--- config.mk ---
export PLATFORM = sky130hd
export DESIGN_NAME = i2c_slave_mem_param_flat
export DESIGN_NICKNAME = d
export VERILOG_FILES = /design/src/rtl/i2c_slave_mem_param_if.sv /design/src/rtl/i2c_slave_mem_param.sv /design/src/flat_wrapper.sv
export SDC_FILE = /design/constraint.sdc
export NUM_CORES = 2
export LEC_CHECK = 0
export ABC_AREA = 0
export BUFFER_PORTS_ARGS = -buffer_cell sky130_fd_sc_hd__buf_4
export CORE_UTILIZATION = 50
export DETAILED_ROUTE_END_ITERATION = 10
export PLACE_DENSITY = 0.69
export SLEW_MARGIN = 20
export SYNTH_ARGS = -nofsm -noshare
export SYNTH_HDL_FRONTEND = slang
export SYNTH_SLANG_ARGS = --single-unit
export TNS_END_PERCENT = 100
--- constraint.sdc ---
create_clock -name clk -period 16.05 [get_ports clk]
set_input_delay 0.8025 -clock clk [delete_from_list [all_inputs] [get_ports clk]]
set_output_delay 0.8025 -clock clk [all_outputs]
set_load 0.01 [all_outputs]
--- src/rtl/i2c_slave_mem_param_if.sv ---
// I2C pin pair plus the host-side read port and write strobe of the register-file target.
interface i2c_slave_mem_param_if #(
    parameter int AW = 8
);
    logic          scl_i;
    logic          sda_i;
    logic          sda_oe;
    logic          bus_busy;
    logic [AW-1:0] host_addr;
    logic [7:0]    host_rdata;
    logic          wr_strobe;

    modport slave (
        input  scl_i, sda_i, host_addr,
        output sda_oe, bus_busy, host_rdata, wr_strobe
    );

    modport master (
        output scl_i, sda_i, host_addr,
        input  sda_oe, bus_busy, host_rdata, wr_strobe
    );
endinterface

--- src/rtl/i2c_slave_mem_param.sv ---
// I2C target with a DEPTH x 8 register file, 1/2-byte auto-incrementing pointer and host read port.
// Bus events act 3 clk after the pin changes; no clock stretching, host_rdata is a 1-cycle registered read.
module i2c_slave_mem_param #(
    parameter int DEPTH     = 256,
    parameter int PTR_BYTES = 1,
    parameter int AW        = $clog2(DEPTH)
) (
    input  logic                  clk,
    input  logic                  rst_n,
    input  logic [6:0]            id,
    input  logic                  wp,
    i2c_slave_mem_param_if.slave  bus
);
    typedef enum logic [3:0] {
        IDLE, ADDR, ADDR_ACK, PTR, PTR_ACK, WDATA, WDATA_ACK, RDATA, RDATA_ACK, IGNORE
    } state_t;

    localparam logic LAST_PB = 1'(PTR_BYTES - 1);

    state_t        state;
    logic          scl_s1, scl_s2, scl_d;
    logic          sda_s1, sda_s2, sda_d;
    logic [2:0]    bitcnt;
    logic [7:0]    shreg;
    logic [7:0]    ptr_hi;
    logic          pcnt;
    logic          ptr_done;
    logic          phase;
    logic          rw;
    logic [AW-1:0] ptr;
    logic [7:0]    mem [DEPTH];

    logic          scl_rise, scl_fall, start_det, stop_det, byte_done, mem_we;
    logic [7:0]    rx_byte, rd_byte;
    logic [15:0]   ptr_full;
    logic [AW-1:0] ptr_new;

    assign scl_rise  = scl_s2 & ~scl_d;
    assign scl_fall  = ~scl_s2 & scl_d;
    assign start_det = scl_s2 & scl_d & sda_d & ~sda_s2;
    assign stop_det  = scl_s2 & scl_d & ~sda_d & sda_s2;
    assign rx_byte   = {shreg[6:0], sda_s2};
    assign byte_done = scl_rise & (bitcnt == 3'd7);
    assign rd_byte   = mem[ptr];
    assign ptr_full  = (PTR_BYTES == 2) ? {ptr_hi, rx_byte} : {8'h00, rx_byte};
    assign ptr_new   = AW'(ptr_full);
    // START/STOP win over a byte completing in the same cycle, so the byte is dropped
    assign mem_we    = rst_n & ~start_det & ~stop_det & (state == WDATA) & byte_done & ~wp;

    always_ff @(posedge clk) begin
        if (!rst_n) begin
            {scl_s1, scl_s2, scl_d, sda_s1, sda_s2, sda_d} <= 6'b111111;
        end else begin
            scl_s1 <= bus.scl_i;
            scl_s2 <= scl_s1;
            scl_d  <= scl_s2;
            sda_s1 <= bus.sda_i;
            sda_s2 <= sda_s1;
            sda_d  <= sda_s2;
        end
    end

    always_ff @(posedge clk) begin
        if (!rst_n) begin
            state        <= IDLE;
            bitcnt       <= '0;
            shreg        <= '0;
            ptr_hi       <= '0;
            pcnt         <= 1'b0;
            ptr_done     <= 1'b0;
            phase        <= 1'b0;
            rw           <= 1'b0;
            ptr          <= '0;
            bus.sda_oe   <= 1'b0;
            bus.bus_busy <= 1'b0;
            bus.wr_strobe <= 1'b0;
        end else begin
            bus.wr_strobe <= 1'b0;
            if (start_det) begin
                state        <= ADDR;
                bitcnt       <= '0;
                phase        <= 1'b0;
                bus.sda_oe   <= 1'b0;
                bus.bus_busy <= 1'b1;
            end else if (stop_det) begin
                state        <= IDLE;
                bitcnt       <= '0;
                bus.sda_oe   <= 1'b0;
                bus.bus_busy <= 1'b0;
            end else begin
                case (state)
                    ADDR: if (scl_rise) begin
                        shreg  <= rx_byte;
                        bitcnt <= bitcnt + 3'd1;
                        if (bitcnt == 3'd7) begin
                            if (rx_byte[7:1] == id) begin
                                rw    <= rx_byte[0];
                                phase <= 1'b0;
                                state <= ADDR_ACK;
                            end else begin
                                state <= IGNORE;
                            end
                        end
                    end
                    // phase 0: first fall asserts ACK; phase 1: next fall ends the ACK clock
                    ADDR_ACK: if (scl_fall) begin
                        if (!phase) begin
                            bus.sda_oe <= 1'b1;
                            phase      <= 1'b1;
                        end else if (rw) begin
                            shreg      <= {rd_byte[6:0], 1'b0};
                            bus.sda_oe <= ~rd_byte[7];
                            bitcnt     <= '0;
                            state      <= RDATA;
                        end else begin
                            bus.sda_oe <= 1'b0;
                            bitcnt     <= '0;
                            pcnt       <= 1'b0;
                            ptr_done   <= 1'b0;
                            state      <= PTR;
                        end
                    end
                    PTR: if (scl_rise) begin
                        shreg  <= rx_byte;
                        bitcnt <= bitcnt + 3'd1;
                        if (bitcnt == 3'd7) begin
                            if (pcnt == LAST_PB) begin
                                ptr      <= ptr_new;
                                ptr_done <= 1'b1;
                            end else begin
                                ptr_hi <= rx_byte;
                            end
                            pcnt  <= 1'b1;
                            phase <= 1'b0;
                            state <= PTR_ACK;
                        end
                    end
                    PTR_ACK, WDATA_ACK: if (scl_fall) begin
                        if (!phase) begin
                            bus.sda_oe <= 1'b1;
                            phase      <= 1'b1;
                        end else begin
                            bus.sda_oe <= 1'b0;
                            bitcnt     <= '0;
                            state      <= (state == WDATA_ACK || ptr_done) ? WDATA : PTR;
                        end
                    end
                    WDATA: if (scl_rise) begin
                        shreg  <= rx_byte;
                        bitcnt <= bitcnt + 3'd1;
                        if (bitcnt == 3'd7) begin
                            bus.wr_strobe <= ~wp;
                            ptr           <= ptr + 1'b1;
                            phase         <= 1'b0;
                            state         <= WDATA_ACK;
                        end
                    end
                    RDATA: begin
                        if (scl_fall) begin
                            bus.sda_oe <= ~shreg[7];
                            shreg      <= {shreg[6:0], 1'b0};
                        end else if (scl_rise) begin
                            bitcnt <= bitcnt + 3'd1;
                            if (bitcnt == 3'd7) begin
                                ptr   <= ptr + 1'b1;
                                phase <= 1'b0;
                                state <= RDATA_ACK;
                            end
                        end
                    end
                    RDATA_ACK: begin
                        if (scl_fall && !phase) begin
                            bus.sda_oe <= 1'b0;
                            phase      <= 1'b1;
                        end else if (scl_rise && phase) begin
                            if (sda_s2) begin
                                state <= IGNORE;
                            end else begin
                                shreg  <= rd_byte;
                                bitcnt <= '0;
                                state  <= RDATA;
                            end
                        end
                    end
                    default: ;
                endcase
            end
        end
    end

    always_ff @(posedge clk) begin
        if (mem_we) begin
            mem[ptr] <= rx_byte;
        end
    end

    always_ff @(posedge clk) begin
        if (!rst_n) begin
            bus.host_rdata <= '0;
        end else begin
            bus.host_rdata <= mem[bus.host_addr];
        end
    end
endmodule
--- src/flat_wrapper.sv ---
// flat-port wrapper written by rule: the top's interface ports become plain ports
module i2c_slave_mem_param_flat 
#(
    parameter int DEPTH     = 256,
    parameter int PTR_BYTES = 1,
    parameter int AW        = $clog2(DEPTH)
)
  (clk, rst_n, id, wp, bus_scl_i, bus_sda_i, bus_host_addr, bus_sda_oe, bus_bus_busy, bus_host_rdata, bus_wr_strobe);
  i2c_slave_mem_param_if #(.AW(AW)) bus_i ();
  input  logic clk;
  input  logic rst_n;
  input  logic [6:0] id;
  input  logic wp;
  input wire logic [$bits(bus_i.scl_i)-1:0] bus_scl_i;
  input wire logic [$bits(bus_i.sda_i)-1:0] bus_sda_i;
  input wire logic [$bits(bus_i.host_addr)-1:0] bus_host_addr;
  output wire logic [$bits(bus_i.sda_oe)-1:0] bus_sda_oe;
  output wire logic [$bits(bus_i.bus_busy)-1:0] bus_bus_busy;
  output wire logic [$bits(bus_i.host_rdata)-1:0] bus_host_rdata;
  output wire logic [$bits(bus_i.wr_strobe)-1:0] bus_wr_strobe;
  assign bus_i.scl_i = bus_scl_i;
  assign bus_i.sda_i = bus_sda_i;
  assign bus_i.host_addr = bus_host_addr;
  assign bus_sda_oe = bus_i.sda_oe;
  assign bus_bus_busy = bus_i.bus_busy;
  assign bus_host_rdata = bus_i.host_rdata;
  assign bus_wr_strobe = bus_i.wr_strobe;
  i2c_slave_mem_param #(.DEPTH(DEPTH), .PTR_BYTES(PTR_BYTES), .AW(AW)) u_core (.clk(clk), .rst_n(rst_n), .id(id), .wp(wp), .bus(bus_i));
endmodule
==> results by group <==
Cells and area
  • Filler cell count: 14,581
  • Final #Nets: 5,032
  • P&R area growth vs syn: 9.77%
  • Register area: 62,600 µm²
  • Fraction of layout cells with a size suffix above 1: 0.320
  • Util after Layout: 0.553
  • Multi-input logic area: 33,900 µm²

Global route
  • Met3 Use GR: 0.0979
  • Largest net degree at the start of global routing: 219
  • Overall Global Routing Usage: 0.321
  • Met1 Use GR: 0.429
  • First-pass GRT wire length: 442,000 µm
  • GRT busiest layer: met2
  • Initial antenna violation count: 10
  • Overflow after GRT: 0
  • Vias in the first global route: around 56,000
  • Met2 usage in global routing: 0.478

Timing
  • Minimum clock period: 5920 ps
  • Measured slew at the worst slew-check pin: between 1000 and 1500 ps
  • Final Max Tran Viols: 0
  • Fmax: 0.169 GHz
  • Final WS setup: between 10,000 and 15,000 ps
  • Final period util: 0.369
  • RSZ-0062 raised after global routing: false
  • Clk_skew: around 53 ps
  • Setup_tns: 0 ps
  • Fin. Hold Viols: 0
  • Setup Viol. Count Final: 0
  • Final Hold Slack: 124 ps
  • Slew HR: 0.121

Clocking
  • CTS tree: built
  • Reg clk slew, reported paths: 60 ps
  • Post-CTS Setup Repair Bufs: 0
  • Post-cts resize count: 0
  • Total CTS buffers: 210
  • TritonCTS Sinks: 2,100
  • Clock buffer depth: 3
  • CTS Hold Bufs: 0
  • Clk_lat worst skew: 870 ps
  • H-tree depth: 4
  • Root buffer cell: clkbuf_16

Synth
  • Top-area cell type share of the netlist area: 0.625
  • Top cells by area, synth: edfxtp_1, mux4_2, mux2i_1, nor2_1, dfxtp_1
  • Yosys reg bits: 2,100
  • Asr flop ratio synth: 0
  • Mapped Area: 98,400 µm²
  • Syn_nets: between 5,000 and 6,000
  • EDFF count, synth: approximately 2,000
  • Mapped Cells: 5,052
  • Sequential share of the synthesized area: 0.636
  • Most common cell in the synthesized netlist: edfxtp_1
  • Top cells by count, synth: edfxtp_1, mux4_2, nor2_1
  • Count of cell types in the netlist: 76
  • Yosys warns: 0
  • Syn Area/Cell: 19.5 µm²
  • Top_reg_cell synth: edfxtp_1
  • Largest area contributor in the netlist: edfxtp_1

Setup path
  • Crit path cell chain: buf_4 -> buf_4 -> nor2b_1 -> buf_4 -> a22oi_1 -> a21oi_1 -> a31oi_1 -> a32oi_1 -> o31ai_1 -> o311ai_1 -> o221a_1
  • Maximum fanout along the worst path: between 40 and 50
  • R2R setup slack: 10,130 ps
  • Buf/Inv on CP: 3
  • Crit path launch type: flop
  • Setup CP Type: flop to flop
  • Crit. End Element: flop
  • Critical-path top delay cell: nor2b_1
  • Cell mode on critical path: buf_4
  • Critical path's top delay family: compound AO/OA/AOI/OAI gates
  • Critical path data required time: 16,850 ps
  • WP data arrival: 6720 ps
  • CP peak stage delay: 900 ps

Drt
  • Wire per inst: between 40 and 50 µm
  • 1st-iter DRT viols: 10,320
  • Via-per-instance ratio: 7.40
  • Detailed Route WL: 318,000 µm
  • Vias: 57,780
  • Residual DRC: 0
  • Post-route ant nets: 0
  • First drt pass iteration count: 7

Die
  • Initial Utilization: 0.504
  • Ports: 31
  • Die width: 446 µm
  • Core ar.: 195,000 µm²
  • Die Height: 446 µm
  • Die area: ~200,000 µm²
  • # rows: 162

Power and ir drop
  • Lkg Pwr: 32.2 nW
  • Combinational fraction of design power: 0.044
  • Share of power burned in registers: 0.527
  • Sw power: 2.47 mW
  • Clk pwr share: 0.429
  • Sw frac: 0.215
  • Int Pwr: between 8 and 9 mW
  • Pwr/cell area: about 110 nW/µm²
  • Max VDD drop: between 0.00009 and 0.0001 V

Placement
  • Place WS: 9800 ps
  • PortBufs: 30
  • Final Wtd Congestion: 0.963
  • Hpwl dp: 201,000 µm

Worst hold path
  • Min-delay src: bus_sda_i
  • HP Class: input pin to flop

Run
  • Max cap viols: 0

Outcome
  • Run status: complete, no violations
layout make-up:
| cell class | instances | share of cell area |
|---|---|---|
| multi-input cells | 2519 | 0.314 |
| inverters | 15 | 0.000521 |
| clock buffers | 269 | 0.0515 |
| repair buffers | 160 | 0.0125 |
| well taps | 2624 | 0.0304 |
| diodes | 8 | 0.000185 |
| clock inverters | 117 | 0.0112 |
| flip-flops and latches | 2100 | 0.580 |
state kept, by name, indices dropped and copies added (netlist names), named ones only:
name                   count
u_core.pcnt                1
u_core.mem              2048
u_core.bus.bus_busy        1
u_core.scl_s1              1
u_core.bus.wr_strobe       1
u_core.rw                  1
u_core.bus.sda_oe          1
u_core.bus.host_rdata      8
u_core.state               4
u_core.ptr                 8
u_core.shreg               8
u_core.ptr_done            1
u_core.scl_d               1
u_core.bitcnt              3
u_core.phase               1
u_core.scl_s2              1
u_core.sda_s1              1
u_core.sda_s2              1
u_core.sda_d               1
worst reg2reg max path, stage by stage, from the launching register on:
cell	delay [ps]
dfxtp_4	830
buf_4	720
buf_4	810
nor2b_1	930
buf_4	330
a22oi_1	90
a21oi_1	450
a31oi_1	180
a32oi_1	630
o31ai_1	360
o311ai_1	310
o221a_1	210
logic make-up after synthesis:
family          after synthesis  synth area share
xor+xnor                      8          0.000712
fa+ha+maj                     6          0.000763
compound gates              444            0.0323
buf+inv                     433            0.0215
mux                        1341             0.277
flops                      2100             0.636
simple gates                720            0.0325
layer usage:
layer	vias up	wire length, µm	part of all wire
met2	4789	145000	0.46
li1	21673	-	-
met3	851	43300	0.14
met5	-	46	0.00014
met1	30459	110000	0.35
met4	8	19100	0.060
per-stage QoR:
step / std cells / total power [mW] / cell area [µm²]
3_5_place_dp: 7418 / 6.65 / 101000
6_report: 7812 / 11.5 / 108000
3_3_place_gp: 7417 / 6.64 / 101000
5_1_grt: 7805 / 11.7 / 108000
2_1_floorplan: 5052 / 6.48 / 98400
4_1_cts: 7804 / 11.5 / 108000
cells in the final DEF, fill, tap and decap left out, drive strengths merged, types with 6 or more instances in the layout:
cell type	n
a2111oi	14
a211oi	21
a21oi	65
a221oi	17
a22o	8
a22oi	68
a311oi	6
a31oi	19
and2	23
and3	7
buf	160
bufinv	20
clkbuf	269
clkinv	91
dfxtp	52
diode	8
edfxtp	2048
ha	6
inv	19
mux2	23
mux2i	218
mux4	1100
nand2	139
nand2b	23
nand3	71
nand4	21
nor2	334
nor2b	31
nor3	39
nor4	9
o211a	10
o211ai	10
o21ai	49
o221a	9
o221ai	28
o22ai	61
o31ai	7
or3	8
worst paths after layout:
check                                  to  cells after the start
min              u_core.sda_s1$_SDFF_PN1_                      2
max reg2reg  u_core.shreg[4]$_SDFFE_PN0P_                     11
max          u_core.shreg[4]$_SDFFE_PN0P_                     11
min reg2reg      u_core.sda_s2$_SDFF_PN1_                      1
power by group through the flow:
stage / Sequential, mW / Combinational (mW) / Clock [mW]
after global routing: 6.04 / 0.516 / 5.13
final: 6.04 / 0.503 / 4.91
after CTS: 6.04 / 0.493 / 4.93
after detailed placement: 6.16 / 0.492 / 0
after floorplan: 6.20 / 0.281 / 0
after global placement: 6.16 / 0.487 / 0
(Power assumes the default switching activity.)
